**src/rtl/rect_draw_arbiter_pkg.sv**
```systemverilog
// -----------------------------------------------------------------------------
// rect_draw_arbiter_pkg
// Shared game constants for the rectangle drawing path.
//   - screen geometry (visible width/height in pixels)
//   - pixel coordinate width and colour width of the VGA adapter port
//   - the colour codes used by the game logic
//   - the draw FSM state encoding shared by the arbiter and its bench views
// -----------------------------------------------------------------------------
package rect_draw_arbiter_pkg;

   // Visible screen area of the VGA adapter.
   localparam int SCREEN_W = 160;
   localparam int SCREEN_H = 120;

   // Pixel port widths.
   localparam int COORD_W  = 8;
   localparam int COLOUR_W = 3;

   // Colour codes ({R,G,B}).
   localparam logic [COLOUR_W-1:0] COLOUR_BLACK = 3'b000;
   localparam logic [COLOUR_W-1:0] COLOUR_RED   = 3'b100;
   localparam logic [COLOUR_W-1:0] COLOUR_WHITE = 3'b111;

   // Draw operation FSM.
   typedef enum logic [1:0] {
      S_IDLE = 2'd0,
      S_DRAW = 2'd1,
      S_DONE = 2'd2
   } draw_state_t;

endpackage : rect_draw_arbiter_pkg

```
**src/rtl/rect_draw_arbiter_rr_arbiter.sv**
```systemverilog
// -----------------------------------------------------------------------------
// rr_arbiter
// Combinational round-robin selector. The search starts at requester
// 'pointer' and wraps around; the first active request found wins.
//
// Ports
//   req     : in  [NUM_REQ-1:0]  active requests
//   pointer : in  [PTR_W-1:0]    index where the search begins
//   winner  : out [NUM_REQ-1:0]  one-hot winner, all zero when req == 0
// -----------------------------------------------------------------------------
module rr_arbiter
   import rect_draw_arbiter_pkg::*;
#(
   parameter int NUM_REQ = 4,
   parameter int PTR_W   = 2
) (
   input  logic [NUM_REQ-1:0] req,
   input  logic [PTR_W-1:0]   pointer,
   output logic [NUM_REQ-1:0] winner
);

   always_comb begin
      logic found;
      int   idx;
      winner = '0;
      found  = 1'b0;
      idx    = 0;
      for (int i = 0; i < NUM_REQ; i++) begin
         // Rotate the search order so that 'pointer' is examined first.
         idx = int'(pointer) + i;
         if (idx >= NUM_REQ) begin
            idx = idx - NUM_REQ;
         end
         if (!found && req[idx]) begin
            winner[idx] = 1'b1;
            found       = 1'b1;
         end
      end
   end

endmodule : rr_arbiter

```
**src/rtl/rect_draw_arbiter.sv**
```systemverilog
// -----------------------------------------------------------------------------
// rect_draw_arbiter
// Shares one VGA pixel-write port between NUM_REQ rectangle-fill requesters.
// A requester raises req with its rectangle description; the arbiter picks a
// winner round-robin, latches the rectangle, then emits one pixel per cycle in
// row-major order. Pixels that fall off the right or bottom of the screen are
// still given their cycle but with plot low. A one-cycle done pulse tells the
// owner that its rectangle is finished.
//
// Ports
//   clk          : in   clock, all state on the rising edge
//   rst          : in   synchronous active-high reset
//   req          : in   [NUM_REQ]   per-requester draw request (level)
//   rect_x0      : in   [8*NUM_REQ] left column, slice i = [8i+7:8i]
//   rect_y0      : in   [8*NUM_REQ] top row
//   rect_w       : in   [8*NUM_REQ] width in pixels
//   rect_h       : in   [8*NUM_REQ] height in pixels
//   rect_colour  : in   [3*NUM_REQ] fill colour
//   grant        : out  [NUM_REQ]   one-hot owner, held for the whole operation
//   done         : out  [NUM_REQ]   one-cycle completion pulse to the owner
//   busy         : out  operation in progress
//   x, y         : out  [8] pixel coordinate
//   colour       : out  [3] pixel colour
//   plot         : out  pixel write strobe
// -----------------------------------------------------------------------------
module rect_draw_arbiter
   import rect_draw_arbiter_pkg::*;
#(
   parameter int NUM_REQ  = 4,
   parameter int SCREEN_W = rect_draw_arbiter_pkg::SCREEN_W,
   parameter int SCREEN_H = rect_draw_arbiter_pkg::SCREEN_H
) (
   input  logic                          clk,
   input  logic                          rst,
   input  logic [NUM_REQ-1:0]            req,
   input  logic [COORD_W*NUM_REQ-1:0]    rect_x0,
   input  logic [COORD_W*NUM_REQ-1:0]    rect_y0,
   input  logic [COORD_W*NUM_REQ-1:0]    rect_w,
   input  logic [COORD_W*NUM_REQ-1:0]    rect_h,
   input  logic [COLOUR_W*NUM_REQ-1:0]   rect_colour,
   output logic [NUM_REQ-1:0]            grant,
   output logic [NUM_REQ-1:0]            done,
   output logic                          busy,
   output logic [COORD_W-1:0]            x,
   output logic [COORD_W-1:0]            y,
   output logic [COLOUR_W-1:0]           colour,
   output logic                          plot
);

   localparam int PTR_W = (NUM_REQ > 1) ? $clog2(NUM_REQ) : 1;

   // True when a 9-bit screen coordinate lies inside the visible area.
   // The extra bit keeps x0+cx from wrapping back onto the screen.
   function automatic logic on_screen(input logic [COORD_W:0] px,
                                      input logic [COORD_W:0] py);
      return (int'(px) < SCREEN_W) && (int'(py) < SCREEN_H);
   endfunction

   draw_state_t          state;
   logic [PTR_W-1:0]     pointer;

   // Arbitration
   logic [NUM_REQ-1:0]   winner_oh;
   logic [PTR_W-1:0]     winner_idx;
   logic                 take;

   // Rectangle of the selected requester, straight off the input buses
   logic [COORD_W-1:0]   sel_x0;
   logic [COORD_W-1:0]   sel_y0;
   logic [COORD_W-1:0]   sel_w;
   logic [COORD_W-1:0]   sel_h;
   logic [COLOUR_W-1:0]  sel_colour;
   logic                 sel_empty;

   // Latched rectangle and walk position of the pixel currently on the port
   logic [PTR_W-1:0]     owner_idx;
   logic [COORD_W-1:0]   lat_x0;
   logic [COORD_W-1:0]   lat_y0;
   logic [COORD_W-1:0]   lat_w;
   logic [COORD_W-1:0]   lat_h;
   logic [COLOUR_W-1:0]  lat_colour;
   logic [COORD_W-1:0]   cx;
   logic [COORD_W-1:0]   cy;

   // Next pixel of the walk
   logic                 row_end;
   logic                 last_pix;
   logic [COORD_W-1:0]   nxt_cx;
   logic [COORD_W-1:0]   nxt_cy;
   logic [COORD_W:0]     nxt_px;
   logic [COORD_W:0]     nxt_py;

   rr_arbiter #(
      .NUM_REQ (NUM_REQ),
      .PTR_W   (PTR_W)
   ) u_rr_arbiter (
      .req     (req),
      .pointer (pointer),
      .winner  (winner_oh)
   );

   always_comb begin
      winner_idx = '0;
      for (int i = 0; i < NUM_REQ; i++) begin
         if (winner_oh[i]) begin
            winner_idx = PTR_W'(i);
         end
      end
   end

   assign take       = (state == S_IDLE) && (|req);

   assign sel_x0     = rect_x0[int'(winner_idx)*COORD_W +: COORD_W];
   assign sel_y0     = rect_y0[int'(winner_idx)*COORD_W +: COORD_W];
   assign sel_w      = rect_w[int'(winner_idx)*COORD_W +: COORD_W];
   assign sel_h      = rect_h[int'(winner_idx)*COORD_W +: COORD_W];
   assign sel_colour = rect_colour[int'(winner_idx)*COLOUR_W +: COLOUR_W];
   assign sel_empty  = (sel_w == '0) || (sel_h == '0);

   // Row-major walk: step right, wrap to the start of the next row.
   always_comb begin
      row_end  = (cx == lat_w - 8'd1);
      last_pix = row_end && (cy == lat_h - 8'd1);
      nxt_cx   = row_end ? '0 : cx + 8'd1;
      nxt_cy   = row_end ? cy + 8'd1 : cy;
      nxt_px   = {1'b0, lat_x0} + {1'b0, nxt_cx};
      nxt_py   = {1'b0, lat_y0} + {1'b0, nxt_cy};
   end

   // Rectangle capture and walk counters. Captured only at grant, so later
   // input changes cannot disturb an operation in flight.
   always_ff @(posedge clk) begin
      if (take) begin
         owner_idx  <= winner_idx;
         lat_x0     <= sel_x0;
         lat_y0     <= sel_y0;
         lat_w      <= sel_w;
         lat_h      <= sel_h;
         lat_colour <= sel_colour;
         cx         <= '0;
         cy         <= '0;
      end else if (state == S_DRAW) begin
         cx         <= nxt_cx;
         cy         <= nxt_cy;
      end
   end

   // Control FSM with registered pixel-port outputs. Pixel 0 is presented in
   // the first granted cycle, so the port is driven straight from the
   // selected inputs on the grant edge.
   always_ff @(posedge clk) begin
      if (rst) begin
         state   <= S_IDLE;
         pointer <= '0;
         grant   <= '0;
         done    <= '0;
         busy    <= 1'b0;
         x       <= '0;
         y       <= '0;
         colour  <= '0;
         plot    <= 1'b0;
      end else begin
         case (state)
            S_IDLE: begin
               done   <= '0;
               x      <= '0;
               y      <= '0;
               colour <= '0;
               plot   <= 1'b0;
               if (|req) begin
                  grant <= winner_oh;
                  busy  <= 1'b1;
                  if (sel_empty) begin
                     // Nothing to draw: finish in the grant cycle itself.
                     state <= S_DONE;
                     done  <= winner_oh;
                  end else begin
                     state  <= S_DRAW;
                     x      <= sel_x0;
                     y      <= sel_y0;
                     colour <= sel_colour;
                     plot   <= on_screen({1'b0, sel_x0}, {1'b0, sel_y0});
                  end
               end
            end

            S_DRAW: begin
               if (last_pix) begin
                  state  <= S_DONE;
                  done   <= grant;
                  x      <= '0;
                  y      <= '0;
                  colour <= '0;
                  plot   <= 1'b0;
               end else begin
                  x      <= nxt_px[COORD_W-1:0];
                  y      <= nxt_py[COORD_W-1:0];
                  colour <= lat_colour;
                  plot   <= on_screen(nxt_px, nxt_py);
               end
            end

            S_DONE: begin
               state <= S_IDLE;
               grant <= '0;
               done  <= '0;
               busy  <= 1'b0;
               if (owner_idx == PTR_W'(NUM_REQ - 1)) begin
                  pointer <= '0;
               end else begin
                  pointer <= owner_idx + PTR_W'(1);
               end
            end

            default: begin
               state  <= S_IDLE;
               grant  <= '0;
               done   <= '0;
               busy   <= 1'b0;
               x      <= '0;
               y      <= '0;
               colour <= '0;
               plot   <= 1'b0;
            end
         endcase
      end
   end

endmodule : rect_draw_arbiter

```
**config.mk**
```make
export PLATFORM = sky130hd
export DESIGN_NAME = rect_draw_arbiter
export DESIGN_NICKNAME = d
export VERILOG_FILES = /design/src/rtl/rect_draw_arbiter_pkg.sv /design/src/rtl/rect_draw_arbiter_rr_arbiter.sv /design/src/rtl/rect_draw_arbiter.sv
export SDC_FILE = /design/constraint.sdc
export NUM_CORES = 1
export LEC_CHECK = 0
export ABC_AREA = 0
export CELL_PAD_IN_SITES_DETAIL_PLACEMENT = 1
export CELL_PAD_IN_SITES_GLOBAL_PLACEMENT = 1
export CORE_MARGIN = 2
export CORE_UTILIZATION = 40
export CTS_BUF_LIST = sky130_fd_sc_hd__clkbuf_4 sky130_fd_sc_hd__clkbuf_8
export DETAILED_ROUTE_END_ITERATION = 8
export PLACE_DENSITY = 0.95
export SYNTH_ARGS = -nofsm -noshare
export SYNTH_HDL_FRONTEND = slang
export SYNTH_SLANG_ARGS = --single-unit
```
**constraint.sdc**
```tcl
create_clock -name clk -period 9.5 [get_ports clk]
set_input_delay 2.375 -clock clk [delete_from_list [all_inputs] [get_ports clk]]
set_output_delay 2.375 -clock clk [all_outputs]
set_load 0.005 [all_outputs]
```
==> results.cfg, run 1 <==
[drt]
vias = 6333
via_per_inst = 5.95
antenna_left = 0
first_iter_violations = 564
drtPass1Iterations = 5
totalWireLength_microns = 23700
route.detailed.drc = 0
wire_per_inst_microns = 22.3

[synthesis]
synth_top_area_share_pct = 17.9
muxShareOfSynthArea_pct = 3.92
async_flop_share_pct = 0
synth_compound_area_share_pct = 23.4
synth_cell_types = 83
synth_simple_gate_area_share_pct = 19.9
synth_adder_area_share_pct = 6.30
synth_xor_area_share_pct = 6.93
synth_top_family_by_area = compound AO/OA/AOI/OAI gates
synth_flop_cell = dfxtp_1
synth-edff-count = 37
synth_cells = 717
synth_top_area_cell = edfxtp_1
syn_nets = 893
ys_ff_latch = 86
seq_area_frac_synth_pct = 33.8
syn_area_sq_um = 6190
yosysWarningCount = 0
avgSynthCellArea_sq_um = 8.64
synthTopCellsByArea = edfxtp_1 (18%), dfxtp_1 (16%), ha_1 (5.7%), nand2_1 (5.5%), nor2_1 (4.1%)

[critical_path]
cp_max_fo = 53
path_buf_inv = 1
cp_slowest_stage_delay_ns = 0.89
crit_slowest_cell = and2_2
worstPathRequired_ns = 9.76
end_kind = register
path_delay_family = simple AND/OR/NAND/NOR gates
crit_path_cell_trace = clkdlybuf4s50_1 -> mux4_2 -> and2_4 -> a311oi_4 -> and2_2 -> o221a_2 -> o22ai_1 -> nor4_1 -> or3_4 -> o221ai_1
critPathLaunchType = input pin
worst_ep_arrival_time_ns = 6.54
worstSetupPathType = input pin to register

[global_routing]
grt_use_met2_pct = 51.0
grt_pass1_wl_microns = 36800
grt_pass1_vias = 6633
grt.met3_usage_pct = 4.28
grt_most_used_layer = met2
antenna_found_initial = 0
met1_usage_pct = 35.4
grt_overflow = 0
grt_usage_pct = 28.9
grt_max_degree = 62

[sta]
worstMarginPinSlew_ns = 0.997
setup_viol = 0
setup_tns_ns = 0
drv_slew = 0
period_needed_ns = 6.28
hold_viol_final = 0
max-slew-margin-rel_pct = 33.5
fin_crit_sh_pct = 66.1
rsz0062_at_grt = no
finClkSkew_ns = 0.0136
max_freq_ghz = 0.159

[cts]
cts_setup_buffers = 0
clkLatencyLatePin_ns = 0.38
clock-sinks = 86
clockRootBuffer = clkbuf_8
cts_buffer_depth = 2
ctsHoldBuffers = 0
cts_tree = built
ctsResizeCount = 0
h-tree-depth = 3
numCtsBuffers = 9
clk_pin_slew_ns = 0.11

[finish]
final_cell_mix = clkdlybuf4s50_1 (174), nand2_1 (91), nor2_1 (68)
final_cell_area_sq_um = 8290
fill_cells = 1734
drive_gt1_share_pct = 7.41
layout_commonest_cell = clkdlybuf4s50_1
finalNetCount = 1048
multi_input_area_sq_um = 3760
syn_to_final_growth_pct = 33.8
final_util_pct = 54.7
diodes = 0
register_area_sq_um = 2090

[power_and_ir_drop]
p_leak_nw = 3.26
p_per_area_nw_per_um2 = 265
peakVddDrop_mv = 0.115

[place]
hpwl_microns = 17700
portBuffers = 174
routabilityCongestion = 0.897
placed_area_sq_um = 8060

[min_path]
hp-class = register to register

[floorplan]
core_sq_um = 15100
start_util_pct = 40.9
die_x_microns = 128
num_rows = 45
die-area_sq_um = 16500
ioPinCount = 175
die_h_microns = 128

[job]
maxCapViolCount = 0

[outcome]
status = finished clean
-- flip-flops by register name, summed over array words and instances, names as in the netlist, 2 cells and up --
register	cells
x	8
colour	3
pointer	2
done	4
grant	4
lat_h	8
lat_x0	8
state	2
cy	8
lat_colour	3
cx	8
lat_y0	8
lat_w	8
owner_idx	2
y	8
-- logic make-up after synthesis --
group | after synthesis
simple gates | 254
compound gates | 196
flops | 86
buf+inv | 83
xor+xnor | 49
fa+ha+maj | 30
mux | 19
-- path summary, 6_finish.rpt --
check                           from                 to  slack [ns]  cells past startpoint
setup / recovery              req[3]  y[7]$_SDFFE_PP0P_        3.22                     10
hold / removal     y[7]$_SDFFE_PP0P_  y[7]$_SDFFE_PP0P_        0.49                      2
setup reg to reg  lat_w[0]$_DFFE_PP_  plot$_SDFFE_PP0P_        4.22                     17
hold reg to reg    y[7]$_SDFFE_PP0P_  y[7]$_SDFFE_PP0P_        0.49                      2
-- cell usage after synthesis (all sizes together) (6+ instances only) --
cell    instances
clkbuf         27
a22oi          14
a31oi           6
and2           10
buf            12
edfxtp         37
nor3           12
nor4            9
o221ai          6
o21ai          35
nor3b           7
inv            44
nor2b           8
xnor2          22
mux2           12
a221oi          6
nand3          17
xor2           27
a311oi         21
nand2          92
a21oi          42
dfxtp          49
nor2           70
ha             28
a21o           19
-- worst min-delay path, cell delays in order (launching register included) --
cell      delay (ns)
dfxtp_1         0.35
nand2_1         0.05
o221ai_1        0.06
-- power by group --
part	leakage [nW]	switching [mW]	internal [mW]
logic	2.38	0.716	0.483
registers	0.767	0.111	0.576
clock network	0.112	0.159	0.152
-- metrics by stage --
stage          worst slack (ns)  total power [mW]  hold WS (ns)  instances
5_1_grt                    3.03              2.32         0.506       1065
6_report                   3.22              2.20         0.489       1065
2_1_floorplan              4.38              1.42         0.457        717
3_5_place_dp               2.91              1.84         0.464       1049
3_3_place_gp               3.06              1.77         0.452       1049
4_1_cts                    3.28              2.18         0.487       1065
-- routing by layer --
layer	up-vias	share of wire, %
met5	-	0
met1	3065	39
met4	0	3.7
met2	281	51
li1	2918	-
met3	69	5.8
-- layout make-up --
class | instances | share of cell area, %
clock buffers | 9 | 1.49
clock inverters | 7 | 1.27
inverters | 44 | 1.99
multi-input cells | 548 | 45.3
flip-flops and latches | 86 | 25.2
well taps | 188 | 2.84
repair buffers | 183 | 21.8
(Power assumes the default switching activity.)
==> inputs of run 2 (changes only) <==
--- a/config.mk
+++ b/config.mk
@@ -9,10 +9,10 @@
 export CELL_PAD_IN_SITES_DETAIL_PLACEMENT = 1
 export CELL_PAD_IN_SITES_GLOBAL_PLACEMENT = 1
 export CORE_MARGIN = 2
-export CORE_UTILIZATION = 40
+export CORE_UTILIZATION = 37
 export CTS_BUF_LIST = sky130_fd_sc_hd__clkbuf_4 sky130_fd_sc_hd__clkbuf_8
 export DETAILED_ROUTE_END_ITERATION = 8
-export PLACE_DENSITY = 0.95
+export PLACE_DENSITY = 0.91
 export SYNTH_ARGS = -nofsm -noshare
 export SYNTH_HDL_FRONTEND = slang
 export SYNTH_SLANG_ARGS = --single-unit
==> constraint.sdc (replaced) <==
create_clock -name clk -period 6.4 [get_ports clk]
set_input_delay 1.6 -clock clk [delete_from_list [all_inputs] [get_ports clk]]
set_output_delay 1.6 -clock clk [all_outputs]
set_load 0.005 [all_outputs]
==> results.cfg, run 2 (synthesis results as in run 1) <==
[sta]
fin_crit_sh_pct = 83.7
max_freq_ghz = 0.187
drv_slew = 0
max-slew-margin-rel_pct = 37.2
period_needed_ns = 5.36
worstMarginPinSlew_ns = 0.933
timing.hold.ws_ns = 0.485
hold_viol_final = 0
rsz0062_at_grt = no
finClkSkew_ns = 0.0109
setup_viol = 0
setup_tns_ns = 0
setup_ws_ns = 1.04

[floorplan]
die_x_microns = 133
die-area_sq_um = 17800
core_sq_um = 16500
num_rows = 47
die_h_microns = 133
ioPinCount = 175
start_util_pct = 37.6

[place]
dpl_worst_slack_ns = 0.938
post-place-cells = 1082
hpwl_microns = 17100
portBuffers = 174
placed_area_sq_um = 8110
routabilityCongestion = 0.875

[job]
maxCapViolCount = 0

[drt]
drtPass1Iterations = 7
via_per_inst = 5.78
first_iter_violations = 518
wire_per_inst_microns = 20.7
vias = 6343
totalWireLength_microns = 22700
antenna_left = 0
route.detailed.drc = 0

[finish]
finalNonFillerCells = 1098
final_cell_mix = clkdlybuf4s50_1 (174), nand2_1 (91), nor2_1 (68)
final_cell_area_sq_um = 8350
diodes = 0
fill_cells = 1941
finalNetCount = 1049
syn_to_final_growth_pct = 34.8
final_util_pct = 50.7
drive_gt1_share_pct = 7.52
layout_commonest_cell = clkdlybuf4s50_1

[cts]
clockRootBuffer = clkbuf_8
cts_tree = built
numCtsBuffers = 9
clkLatencyLatePin_ns = 0.37
clock-sinks = 86
ctsResizeCount = 0
cts_setup_buffers = 0
clk_pin_slew_ns = 0.09
h-tree-depth = 3
cts_buffer_depth = 2
ctsHoldBuffers = 0

[power_and_ir_drop]
p_sw_mw = 1.40
power.internal_mw = 1.84
switching_share_pct = 43.1
total_power_mw = 3.24
seqPwrFrac_pct = 31.6
combPwrFrac_pct = 53.7
p_clk_share_pct = 14.7
peakVddDrop_mv = 0.147
p_leak_nw = 3.28
p_per_area_nw_per_um2 = 388

[outcome]
status = finished clean

[critical_path]
end_kind = register
rr_worst_depth = 16
worstSetupPathType = register to register
r2r-end = plot$_SDFFE_PP0P_
cp_max_fo = 7
r2r_setup_slack_ns = 1.04
critPathLaunchType = register
worst_ep_arrival_time_ns = 5.66
rr_startpoint = lat_w[0]$_DFFE_PP_
worstPathRequired_ns = 6.70

[global_routing]
antenna_found_initial = 0
grt.met3_usage_pct = 3.65
grt_usage_pct = 25.3
grt_most_used_layer = met2
met1_usage_pct = 31.6
grt_use_met2_pct = 44.4
grt_pass1_wl_microns = 35400
grt_overflow = 0
grt_pass1_vias = 6575
grt_max_degree = 57

[min_path]
hold_end = y[7]$_SDFFE_PP0P_
hp-start = y[7]$_SDFFE_PP0P_
hp-class = register to register
min_path_cells = 2
run 2: cell count changes in the layout (fill, tap and decap cells not counted), sizes merged:
cell | before | now
buf | 9 | 10
bufinv | 2 | 3
clkbuf | 9 | 12
clkinv | 1 | 0
inv | 47 | 44
run 2: critical path: stages (launching register included):
cell,delay [ns]
edfxtp_1,0.46
or4_1,0.64
or4b_1,0.56
nand3_1,0.11
o211ai_1,0.14
a2111oi_4,0.59
mux2_2,0.45
fa_1,0.45
a21o_1,0.21
a21o_1,0.20
a21o_1,0.18
a21oi_1,0.30
mux2_2,0.38
a21oi_1,0.19
o211a_1,0.17
o2111ai_1,0.15
o211ai_2,0.10
run 2: final cells by class:
class                   instances  area, sq um  area share [%]
well taps                     220          275            3.30
multi-input cells             548         3760            45.0
repair buffers                184         1820            21.8
clock buffers                  12          146            1.75
clock inverters                 4         97.6            1.17
inverters                      44          165            1.98
flip-flops and latches         86         2090            25.1
run 2: power groups by stage:
stage               logic [mW]  registers [mW]  clock network, mW
detailed placement        1.69            1.03                  0
finish                    1.74            1.02              0.477
floorplan                 1.13           0.975                  0
CTS                       1.73            1.02              0.482
global placement          1.63            1.01                  0
global route              1.89            1.05              0.501
run 2: worst max-delay path by stage:
| stage | startpoint | end |
|---|---|---|
| after floorplan | lat_w[0]$_DFFE_PP_ | plot$_SDFFE_PP0P_ |
| after global placement | req[3] | y[7]$_SDFFE_PP0P_ |
| after detailed placement | req[0] | plot$_SDFFE_PP0P_ |
| after CTS | lat_w[0]$_DFFE_PP_ | plot$_SDFFE_PP0P_ |
| after global routing | lat_w[0]$_DFFE_PP_ | plot$_SDFFE_PP0P_ |
| final | lat_w[0]$_DFFE_PP_ | plot$_SDFFE_PP0P_ |
run 2: per-layer routing:
metal,routed length (microns),share of wire (%)
met1,9330,41
met2,11300,50
met3,1290,5.7
met4,742,3.3
met5,0,0
